File: src/rtl/capture_buffer_reader.sv
// Drains the multi-channel capture buffer as framed bytes: SYNC, channel id, samples, checksum.
// Every output is registered. The read address is a running counter because channels are stored back to back.
//
// state | meaning
// IDLE  | waiting for start
// SYNC  | offering SYNC_BYTE
// CHID  | offering channel id byte
// RADDR | read strobe out for the current sample
// RWAIT | memory data returning, folded into checksum
// DATA  | offering sample byte
// CSUM  | offering channel checksum
module capture_buffer_reader #(
    parameter int                NUM_CHANNELS = 7,
    parameter int                SAMPLES      = 10,
    parameter int                DATA_W       = 8,
    parameter int                ADDR_W       = 7,
    parameter logic [DATA_W-1:0] SYNC_BYTE    = 8'hA5
) (
    input  logic              clk,
    input  logic              reset,
    input  logic              start,
    output logic              busy,
    output logic              done,
    output logic              rd_en,
    output logic [ADDR_W-1:0] rd_addr,
    input  logic [DATA_W-1:0] rd_data,
    output logic [DATA_W-1:0] out_data,
    output logic              out_valid,
    input  logic              out_ready
);

    typedef enum logic [2:0] {
        S_IDLE,
        S_SYNC,
        S_CHID,
        S_RADDR,
        S_RWAIT,
        S_DATA,
        S_CSUM
    } state_t;

    localparam logic [3:0] CH_LAST  = 4'(NUM_CHANNELS - 1);
    localparam logic [7:0] SMP_LAST = 8'(SAMPLES - 1);

    state_t            state_q, state_d;
    logic [3:0]        ch_q, ch_d;
    logic [7:0]        smp_q, smp_d;
    logic [DATA_W-1:0] csum_q, csum_d;
    logic [ADDR_W-1:0] next_addr_q, next_addr_d;
    logic              busy_q, busy_d;
    logic              done_q, done_d;
    logic              rd_en_q, rd_en_d;
    logic [ADDR_W-1:0] rd_addr_q, rd_addr_d;
    logic [DATA_W-1:0] out_data_q, out_data_d;
    logic              out_valid_q, out_valid_d;
    logic              xfer;
    logic [DATA_W-1:0] ch_byte;

    assign xfer    = out_valid_q & out_ready;
    assign ch_byte = {{(DATA_W-4){1'b0}}, ch_q};

    always_ff @(posedge clk) begin
        if (reset) begin
            state_q     <= S_IDLE;
            ch_q        <= '0;
            smp_q       <= '0;
            csum_q      <= '0;
            next_addr_q <= '0;
            busy_q      <= 1'b0;
            done_q      <= 1'b0;
            rd_en_q     <= 1'b0;
            rd_addr_q   <= '0;
            out_data_q  <= '0;
            out_valid_q <= 1'b0;
        end else begin
            state_q     <= state_d;
            ch_q        <= ch_d;
            smp_q       <= smp_d;
            csum_q      <= csum_d;
            next_addr_q <= next_addr_d;
            busy_q      <= busy_d;
            done_q      <= done_d;
            rd_en_q     <= rd_en_d;
            rd_addr_q   <= rd_addr_d;
            out_data_q  <= out_data_d;
            out_valid_q <= out_valid_d;
        end
    end

    always_comb begin
        state_d     = state_q;
        ch_d        = ch_q;
        smp_d       = smp_q;
        csum_d      = csum_q;
        next_addr_d = next_addr_q;
        busy_d      = busy_q;
        done_d      = 1'b0;
        rd_en_d     = 1'b0;
        rd_addr_d   = rd_addr_q;
        out_data_d  = out_data_q;
        out_valid_d = out_valid_q;

        case (state_q)
            S_IDLE: begin
                if (start) begin
                    ch_d        = '0;
                    next_addr_d = '0;
                    busy_d      = 1'b1;
                    out_valid_d = 1'b1;
                    out_data_d  = SYNC_BYTE;
                    state_d     = S_SYNC;
                end
            end
            S_SYNC: begin
                if (xfer) begin
                    csum_d     = ch_byte;
                    out_data_d = ch_byte;
                    state_d    = S_CHID;
                end
            end
            S_CHID: begin
                if (xfer) begin
                    smp_d       = '0;
                    out_valid_d = 1'b0;
                    rd_en_d     = 1'b1;
                    rd_addr_d   = next_addr_q;
                    next_addr_d = next_addr_q + ADDR_W'(1);
                    state_d     = S_RADDR;
                end
            end
            S_RADDR: begin
                state_d = S_RWAIT;
            end
            S_RWAIT: begin
                out_data_d  = rd_data;
                csum_d      = csum_q + rd_data;
                out_valid_d = 1'b1;
                state_d     = S_DATA;
            end
            S_DATA: begin
                if (xfer) begin
                    if (smp_q == SMP_LAST) begin
                        out_data_d = csum_q;
                        state_d    = S_CSUM;
                    end else begin
                        smp_d       = smp_q + 8'd1;
                        out_valid_d = 1'b0;
                        rd_en_d     = 1'b1;
                        rd_addr_d   = next_addr_q;
                        next_addr_d = next_addr_q + ADDR_W'(1);
                        state_d     = S_RADDR;
                    end
                end
            end
            S_CSUM: begin
                if (xfer) begin
                    if (ch_q == CH_LAST) begin
                        out_valid_d = 1'b0;
                        busy_d      = 1'b0;
                        done_d      = 1'b1;
                        state_d     = S_IDLE;
                    end else begin
                        ch_d       = ch_q + 4'd1;
                        out_data_d = SYNC_BYTE;
                        state_d    = S_SYNC;
                    end
                end
            end
            default: state_d = S_IDLE;
        endcase
    end

    assign busy      = busy_q;
    assign done      = done_q;
    assign rd_en     = rd_en_q;
    assign rd_addr   = rd_addr_q;
    assign out_data  = out_data_q;
    assign out_valid = out_valid_q;

endmodule

File: config.mk
export PLATFORM = sky130hd
export DESIGN_NAME = capture_buffer_reader
export DESIGN_NICKNAME = d
export VERILOG_FILES = /design/src/rtl/capture_buffer_reader.sv
export SDC_FILE = /design/constraint.sdc
export NUM_CORES = 1
export LEC_CHECK = 0
export CORE_MARGIN = 10
export CORE_UTILIZATION = 45
export CTS_CLUSTER_DIAMETER = 150
export DETAILED_ROUTE_END_ITERATION = 8
export HOLD_SLACK_MARGIN = 0.1
export PLACE_DENSITY = 0.78
export SLEW_MARGIN = 5
export SYNTH_ARGS = -nofsm -noshare
export SYNTH_HDL_FRONTEND = slang
export SYNTH_SLANG_ARGS = --single-unit
File: constraint.sdc
create_clock -name clk -period 1.8 [get_ports clk]
set_input_delay 0.36 -clock clk [delete_from_list [all_inputs] [get_ports clk]]
set_output_delay 0.36 -clock clk [all_outputs]
set_load 0.05 [all_outputs]
==> flow_metrics.env, run 1 <==
export IMPL_clk_pin_slew_worst_paths_ps=90
export IMPL_reg2reg_from="smp_q[1]"
export IMPL_grt_pass1_wl_mm=11.3
export IMPL_rows=28
export IMPL_max_slew_worst_pin_slew_ps=439
export IMPL_core_mm2=0.00592
export IMPL_cp_start_kind="flop"
export IMPL_final_net_count=421
export IMPL_overflow=0
export IMPL_die_area_mm2=0.00964
export IMPL_yosys_area_top_type="dfxtp_1"
export IMPL_first_iter_violations=162
export IMPL_synth_edf_count=0
export IMPL_yosys_top_cells_count="56 x nor2_1, 49 x dfxtp_1, 37 x nand2_1"
export IMPL_synth_seq_cells=49
export IMPL_start_util_pct=46.5
export IMPL_root_buffer="clkbuf_8"
export IMPL_drive_gt1_share_pct=32.0
export IMPL_grt_max_degree=18
export IMPL_gp_congestion=0.876
export IMPL_maxCapViolCount=0
export IMPL_critPathCaptureType="flop"
export IMPL_io_pin_count=31
export IMPL_rsz0062_at_grt="true"
export IMPL_syn_to_final_growth_pct=32.6
export IMPL_yosys_warnings=0
export IMPL_clock_sinks=49
export IMPL_outcome="finished clean"
export IMPL_syn_nets=352
export IMPL_wl_per_cell_um=14.8
export IMPL_slew_headroom_pct=70.6
export IMPL_hold_buffers=0
export IMPL_antenna_left=0
export IMPL_yosysSeqAreaShare_pct=35.7
export IMPL_clkLatencyLatePin_ps=310
export IMPL_period_minus_slack_ps=1790
export IMPL_cts_buffer_depth=2
export IMPL_setup_slack_ps=10.3
export IMPL_clock_fmax_mhz=559
export IMPL_p_per_area_mw_per_mm2=607
export IMPL_numCtsBuffers=5
export IMPL_yosysTopAreaCellShare_pct=35.7
export IMPL_num_antenna_cells=0
export IMPL_portBuffers=30
export IMPL_syn_cell_area_mm2=0.00275
export IMPL_antenna_found_initial=0
export IMPL_holdCritStartpoint="rd_addr[2]"
export IMPL_critPathKind="flop to flop"
export IMPL_grtUsageTotal_pct=13.5
export IMPL_rrSetupSlack_ps=10
export IMPL_crit_arrival_ps=1990
export IMPL_fin_worst_skew_ps=8.35
export IMPL_dpl_hpwl_mm=4.94
export IMPL_worstPathRequired_ps=2000
export IMPL_cts_tree="yes"
export IMPL_h_tree_depth=2
export IMPL_synth_area_leaders="dfxtp_1 36%, nor2_1 7.6%, ha_1 5.5%"
export IMPL_power_mw=2.21
export IMPL_p_leak_nw=1.46
export IMPL_syn_inst=327
export IMPL_ys_async_sr_fraction_pct=0
export IMPL_synthDistinctLibCells=54
export IMPL_die_w_um=98.2
export IMPL_finalHoldViolations=0
export IMPL_die_h_um=98.2
export IMPL_peakVddDrop_uv=422
export IMPL_syn_avg_cell_area_um2=8.41
export IMPL_vias_per_cell=5.44
export IMPL_synth_most_common_cell="nor2_1"
export IMPL_synthFlopType="dfxtp_1"
export IMPL_setup_violations=0
export IMPL_worstSetupStartpoint="smp_q[1]"
export IMPL_vias=2566
export IMPL_slew_viol_final=0
export IMPL_grt_pass1_vias=2449
export IMPL_drc=0
export IMPL_hp_class="flop to flop"
export IMPL_firstDrtPassIters=4
export IMPL_critPathMaxFanout=7
export IMPL_drt_wl_total_mm=7.01
export IMPL_period_share_pct=99.4
export IMPL_dp_worst_setup_slack_ps=-532
## cells in the final DEF, fill, tap and decap left out, drive strengths merged, types with 7 or more instances in the layout
master	count
nor3	13
xor2	7
buf	68
nor2	56
o21ai	10
a211oi	12
a21oi	28
ha	12
clkdlybuf4s50	7
nand2	39
dfxtp	49
mux2i	7
clkbuf	7
## area by class of cell
| class | instances | area (µm²) |
|---|---|---|
| clock buffer | 6 | 72.6 |
| tap | 75 | 93.8 |
| inverter | 6 | 22.5 |
| multi-input combinational | 254 | 1780 |
| fill | 492 | 2270 |
| sequential | 49 | 990 |
| clock inverter | 2 | 15.0 |
| timing repair buffer | 80 | 672 |
## path summary, 6_finish.rpt
| path | cells after the start | end |
|---|---|---|
| worst max-delay path | 9 | out_data[1] |
| worst min-delay path | 2 | rd_addr[2] |
| worst max register to register | 9 | out_data[1] |
| worst min register to register | 2 | rd_addr[2] |
## flip-flops by register name, summed over array words and instances (netlist names)
signal and flops:
rd_addr 7, out_data 8, busy 1, csum_q 8
rd_en 1, smp_q 8, next_addr_q 7, out_valid 1
ch_q 4, done 1, state_q 3
## layer usage
| metal | track usage, % | wire length (µm) | up-vias |
|---|---|---|---|
| met2 | 21.7 | 3240 | 57 |
| li1 | - | - | 1287 |
| met1 | 17.1 | 3300 | 1212 |
| met4 | 4.63 | 105 | 0 |
| met3 | 3.31 | 370 | 10 |
| met5 | 0 | 0 | - |
## kinds of logic (layout without fill, tap and decap cells)
| logic type | after synthesis | count (layout) | synth area share (%) |
|---|---|---|---|
| XOR/XNOR | 13 | 13 | 4.14 |
| buffers and inverters | 24 | 94 | 4.18 |
| flip-flops | 49 | 49 | 35.7 |
| adder cells (fa/ha/maj) | 13 | 13 | 6.18 |
| multiplexers | 10 | 10 | 3.77 |
| AND/OR/NAND/NOR | 143 | 143 | 27.5 |
| AO/OA/AOI/OAI | 75 | 75 | 18.6 |
## worst max-delay path, cell delays in order, from the launching register on
cell     delay (ps)
dfxtp_2         350
inv_2            60
ha_4            120
nor4b_4         250
nand2_2         120
nand2_2          90
nor3b_4         300
buf_12          170
mux2i_1         180
nor2_1           50
## what timing repair did
action	in CTS	in global routing
endpoints found under the setup margin	7	30
setup buffers	2	3
hold endpoints to repair	0	0
cloned	0	1
gates resized for setup	8	28
pin swaps	4	15
## where the power goes
group          internal (mW)  leakage, nW  total, mW  switching, mW
Sequential              1.11        0.400       1.12         0.0173
Combinational          0.182         1.02      0.424          0.242
Clock                  0.275       0.0374      0.665          0.390
## per-stage QoR
step	instance area [µm²]	instances	hold WS, ps	util, %	TNS, ps
after floorplan	2750	327	434	-	0
after global placement	3350	458	445	56.6	-5230
after detailed placement	3350	458	450	56.6	-6570
after CTS	3480	468	463	58.8	-32.7
after global routing	3650	472	496	61.6	-318
final	3650	472	462	61.6	0
No activity file was read; power rests on OpenSTA's default activity.
==> run 2: changes to the inputs <==
--- a/config.mk
+++ b/config.mk
@@ -6,11 +6,11 @@
 export NUM_CORES = 1
 export LEC_CHECK = 0
 export CORE_MARGIN = 10
-export CORE_UTILIZATION = 45
+export CORE_UTILIZATION = 40
 export CTS_CLUSTER_DIAMETER = 150
 export DETAILED_ROUTE_END_ITERATION = 8
 export HOLD_SLACK_MARGIN = 0.1
-export PLACE_DENSITY = 0.78
+export PLACE_DENSITY = 0.71
 export SLEW_MARGIN = 5
 export SYNTH_ARGS = -nofsm -noshare
 export SYNTH_HDL_FRONTEND = slang
==> flow_metrics.env, run 2 (synthesis gave the netlist of run 1 again) <==
export IMPL_final_cells=479
export IMPL_start_util_pct=40.7
export IMPL_hold_buffers=0
export IMPL_slew_headroom_pct=69.8
export IMPL_overflow=0
export IMPL_hold_slack_ps=460
export IMPL_cts_tree="yes"
export IMPL_drc=0
export IMPL_grt_pass1_wl_mm=11.0
export IMPL_portBuffers=30
export IMPL_worstPathRequired_ps=2000
export IMPL_crit_arrival_ps=1930
export IMPL_dpl_hpwl_mm=5.02
export IMPL_vias_per_cell=5.33
export IMPL_root_buffer="clkbuf_8"
export IMPL_fin_worst_skew_ps=7.23
export IMPL_vias=2551
export IMPL_fill_cells=618
export IMPL_ff_latch_area_um2=987
export IMPL_finalHoldViolations=0
export IMPL_peakVddDrop_uv=307
export IMPL_outcome="finished clean"
export IMPL_rows=30
export IMPL_clock_fmax_mhz=577
export IMPL_die_w_um=103
export IMPL_final_net_count=423
export IMPL_p_per_area_mw_per_mm2=602
export IMPL_die_area_mm2=0.0106
export IMPL_grtUsageTotal_pct=12.8
export IMPL_antenna_left=0
export IMPL_r2r_cells=10
export IMPL_p_leak_nw=1.51
export IMPL_drive_gt1_share_pct=31.8
export IMPL_clk_pin_slew_worst_paths_ps=90
export IMPL_grt_max_degree=23
export IMPL_critPathCaptureType="flop"
export IMPL_cp_start_kind="flop"
export IMPL_hold_depth=2
export IMPL_firstDrtPassIters=4
export IMPL_maxCapViolCount=0
export IMPL_core_mm2=0.00676
export IMPL_first_iter_violations=222
export IMPL_setup_violations=0
export IMPL_syn_to_final_growth_pct=35.3
export IMPL_slew_viol_final=0
export IMPL_dp_worst_setup_slack_ps=-516
export IMPL_mostFrequentLayoutCell="buf_4"
export IMPL_num_antenna_cells=0
export IMPL_antenna_found_initial=0
export IMPL_critPathMaxFanout=7
export IMPL_rsz0062_at_grt="true"
export IMPL_period_share_pct=96.3
export IMPL_io_pin_count=31
export IMPL_h_tree_depth=2
export IMPL_setup_slack_ps=65.9
export IMPL_period_minus_slack_ps=1730
export IMPL_die_h_um=103
export IMPL_grt_pass1_vias=2420
export IMPL_clkLatencyLatePin_ps=310
export IMPL_finalInstanceArea_mm2=0.00372
export IMPL_cts_buffer_depth=2
export IMPL_multiInputGateArea_mm2=0.00180
export IMPL_gp_congestion=0.855
export IMPL_placed_area_mm2=0.00335
export IMPL_drt_wl_total_mm=6.81
export IMPL_dp_cells=460
export IMPL_numCtsBuffers=5
export IMPL_clock_sinks=49
export IMPL_final_cell_mix="63 x buf_4, 55 x nor2_1, 44 x dfxtp_1, 37 x nand2_1, 24 x a21oi_1"
export IMPL_hp_class="flop to flop"
export IMPL_max_slew_worst_pin_slew_ps=452
export IMPL_wl_per_cell_um=14.2
export IMPL_critPathKind="flop to flop"
run 2: changes by cell type in the layout (fill, tap and decap cells not counted), moves of 2 or more:
| cell | previous run | this run |
|---|---|---|
| buf_4 | 65 | 63 |
| dfxtp_2 | 7 | 5 |
| o21ai_1 | 2 | 4 |
| nor3_1 | 6 | 8 |
| dfxtp_1 | 42 | 44 |
| dlymetal6s2s_1 | 3 | 5 |
| clkdlybuf4s50_1 | 7 | 4 |
| o21ai_0 | 8 | 6 |
| a21oi_2 | 2 | 4 |
| buf_6 | 2 | 5 |
| a21oi_1 | 26 | 24 |
| nor3_2 | 5 | 3 |
| clkinvlp_4 | 2 | 0 |
run 2: path summary, 6_finish.rpt:
kind              start     endpoint  slack [ps]
max            smp_q[1]  out_data[4]          70
min          rd_addr[2]   rd_addr[2]         460
max reg2reg    smp_q[1]  out_data[4]          70
min reg2reg  rd_addr[2]   rd_addr[2]         460
run 2: where the power goes:
part           leakage [nW]  switching (mW)  total [mW]  internal, mW
combinational          1.06           0.243       0.433         0.190
clock                0.0512           0.374       0.686         0.312
sequential            0.399          0.0169        1.12          1.11
total                  1.51           0.633        2.24          1.61
run 2: layout make-up:
type                       instances  share of cell area [%]
inverter                           6                   0.605
sequential                        49                    26.5
clock inverter                     2                   0.370
tap                               80                    2.69
clock buffer                       6                    2.22
multi-input combinational        254                    48.4
timing repair buffer              82                    19.2
run 2: worst max-delay path: stages (launching register included):
cell	delay [ps]
dfxtp_2	350
inv_2	70
ha_4	120
nor4b_4	220
nand2_2	110
nand2_2	90
nor3b_4	250
buf_6	140
clkbuf_16	140
buf_6	90
a211oi_2	40
run 2: per-stage QoR:
stage / util (%) / power, mW / TNS, ps
final: 55.1 / 2.24 / 0
after CTS: 51.5 / 2.21 / -8.81
after global routing: 55.1 / 2.33 / -305
after global placement: 49.5 / 1.53 / -4910
after detailed placement: 49.5 / 1.53 / -6350
after floorplan: - / 1.38 / 0
run 2: routing by layer:
layer  GRT usage (%)  part of all wire [%]
met1            16.3                    46
met2            20.6                    46
met3            3.28                   5.8
met4            4.17                   1.8
met5               0                     0
run 2: what timing repair did:
action                                  4_1_cts  5_1_grt
resized for setup                            10       34
gates cloned                                  0        1
pin swaps                                     5       15
buffers inserted                              3        8
endpoints found under the setup margin        5       19
==> run 3: changes to the inputs <==
--- a/config.mk
+++ b/config.mk
@@ -9,8 +9,10 @@
 export CORE_UTILIZATION = 40
 export CTS_CLUSTER_DIAMETER = 150
 export DETAILED_ROUTE_END_ITERATION = 8
+export DONT_BUFFER_PORTS = 1
 export HOLD_SLACK_MARGIN = 0.1
-export PLACE_DENSITY = 0.71
+export PLACE_DENSITY = 0.63
+export SETUP_SLACK_MARGIN = 0.05
 export SLEW_MARGIN = 5
 export SYNTH_ARGS = -nofsm -noshare
 export SYNTH_HDL_FRONTEND = slang
==> constraint.sdc (replaced) <==
create_clock -name clk -period 1.95 [get_ports clk]
set_input_delay 0.39 -clock clk [delete_from_list [all_inputs] [get_ports clk]]
set_output_delay 0.39 -clock clk [all_outputs]
set_load 0.05 [all_outputs]
==> flow_metrics.env, run 3 (synthesis gave the netlist of run 1 again) <==
export IMPL_outcome="finished clean"
export IMPL_drc=0
export IMPL_fin_worst_skew_ps=7.52
export IMPL_rsz0062_at_grt="false"
export IMPL_crit_cells=9
export IMPL_cts_tree="yes"
export IMPL_clk_pin_slew_worst_paths_ps=100
export IMPL_num_antenna_cells=0
export IMPL_gp_congestion=0.857
export IMPL_wl_per_cell_um=14.9
export IMPL_die_h_um=103
export IMPL_antenna_found_initial=0
export IMPL_h_tree_depth=2
export IMPL_slew_viol_final=0
export IMPL_final_net_count=357
export IMPL_worst_path_buf_inv=1
export IMPL_p_leak_nw=1.13
export IMPL_io_pin_count=31
export IMPL_portBuffers=0
export IMPL_finalSetupTns_ps=0
export IMPL_hold_buffers=0
export IMPL_mostFrequentLayoutCell="nor2_1"
export IMPL_drive_gt1_share_pct=17.1
export IMPL_dp_cells=402
export IMPL_grt_pass1_vias=2125
export IMPL_cpPeakStageDelay_ps=340
export IMPL_syn_to_final_growth_pct=9.55
export IMPL_final_cell_mix="56 x nor2_1, 44 x dfxtp_1, 37 x nand2_1, 27 x a21oi_1, 15 x buf_4"
export IMPL_clkLatencyLatePin_ps=310
export IMPL_peakVddDrop_uv=285
export IMPL_slew_headroom_pct=58.0
export IMPL_hold_depth=1
export IMPL_final_cells=413
export IMPL_critPathMaxFanout=3
export IMPL_period_share_pct=90.5
export IMPL_vias=2226
export IMPL_cp_start_kind="flop"
export IMPL_core_mm2=0.00676
export IMPL_vias_per_cell=5.39
export IMPL_clock_fmax_mhz=567
export IMPL_grt_pass1_wl_mm=10.3
export IMPL_antenna_left=0
export IMPL_p_per_area_mw_per_mm2=676
export IMPL_grt_max_degree=46
export IMPL_first_iter_violations=139
export IMPL_die_w_um=103
export IMPL_start_util_pct=40.7
export IMPL_overflow=0
export IMPL_die_area_mm2=0.0106
export IMPL_numCtsBuffers=5
export IMPL_crit_arrival_ps=1990
export IMPL_dpl_hpwl_mm=4.47
export IMPL_fill_cells=697
export IMPL_hp_class="input port to flop"
export IMPL_finalHoldViolations=0
export IMPL_grtUsageTotal_pct=12.0
export IMPL_period_minus_slack_ps=1760
export IMPL_r2r_cells=9
export IMPL_maxCapViolCount=0
export IMPL_clock_sinks=49
export IMPL_critPathKind="flop to flop"
export IMPL_cts_buffer_depth=2
export IMPL_firstDrtPassIters=4
export IMPL_worstPathRequired_ps=2180
export IMPL_crit_family="compound AO/OA/AOI/OAI gates"
export IMPL_rows=30
export IMPL_drt_wl_total_mm=6.14
export IMPL_setup_violations=0
export IMPL_crit_chain="ha_1 -> inv_1 -> fa_2 -> nor2b_1 -> o21ai_0 -> nand2b_1 -> a311oi_1 -> xor2_1 -> o31ai_1"
export IMPL_cpMaxStageDelayCell="dfxtp_2"
export IMPL_critPathCaptureType="flop"
export IMPL_max_slew_worst_pin_slew_ps=625
export IMPL_root_buffer="clkbuf_8"
[run 3: cell type report]
| class | instances | area, µm² | share of cell area (%) |
|---|---|---|---|
| well taps | 80 | 100 | 3.32 |
| multi-input cells | 254 | 1670 | 55.3 |
| clock buffers | 5 | 68.8 | 2.28 |
| clock inverters | 3 | 43.8 | 1.45 |
| flip-flops and latches | 49 | 987 | 32.8 |
| repair buffers | 16 | 124 | 4.11 |
| inverters | 6 | 22.5 | 0.747 |
[run 3: power by group]
| group | total [mW] | switching [mW] | internal (mW) |
|---|---|---|---|
| registers | 1.10 | 0.0741 | 1.02 |
| logic | 0.193 | 0.114 | 0.0793 |
| clock network | 0.749 | 0.364 | 0.385 |
| total | 2.04 | 0.552 | 1.49 |
[run 3: worst reg2reg max path, stage by stage, from the launching register on]
cell and delay, ps:
dfxtp_2 340, ha_1 190, inv_1 70, fa_2 200
nor2b_1 40, o21ai_0 140, nand2b_1 100, a311oi_1 310
xor2_1 100, o31ai_1 190
[run 3: worst paths after layout]
check | slack, ps | startpoint | endpoint
setup / recovery | 190 | csum_q[0] | csum_q[6]
hold / removal | 140 | reset | out_data[0]
setup reg to reg | 190 | csum_q[0] | csum_q[6]
hold reg to reg | 480 | next_addr_q[6] | rd_addr[6]
[run 3: repair_timing]
action | 4_1_cts | 5_1_grt
resized for setup | 0 | 9
endpoints found under the setup margin | 0 | 21
setup buffers | 0 | 3
[run 3: through the flow]
step	total power, mW	util [%]	setup slack [ps]	hold slack (ps)	cell area (µm²)
3_5_place_dp	1.31	42.3	102	465	2860
2_1_floorplan	1.28	-	154	434	2750
6_report	2.04	44.6	185	145	3010
4_1_cts	2.05	44.0	111	138	2970
3_3_place_gp	1.31	42.3	124	457	2860
5_1_grt	2.12	44.6	54.4	133	3010
[run 3: layer usage]
metal / up-vias / track usage [%] / wire length (µm)
met2: 26 / 19.4 / 2840
met4: 0 / 3.64 / 79
met3: 5 / 3.35 / 293
met1: 1043 / 15.3 / 2930
li1: 1152 / - / -
met5: - / 0 / 0
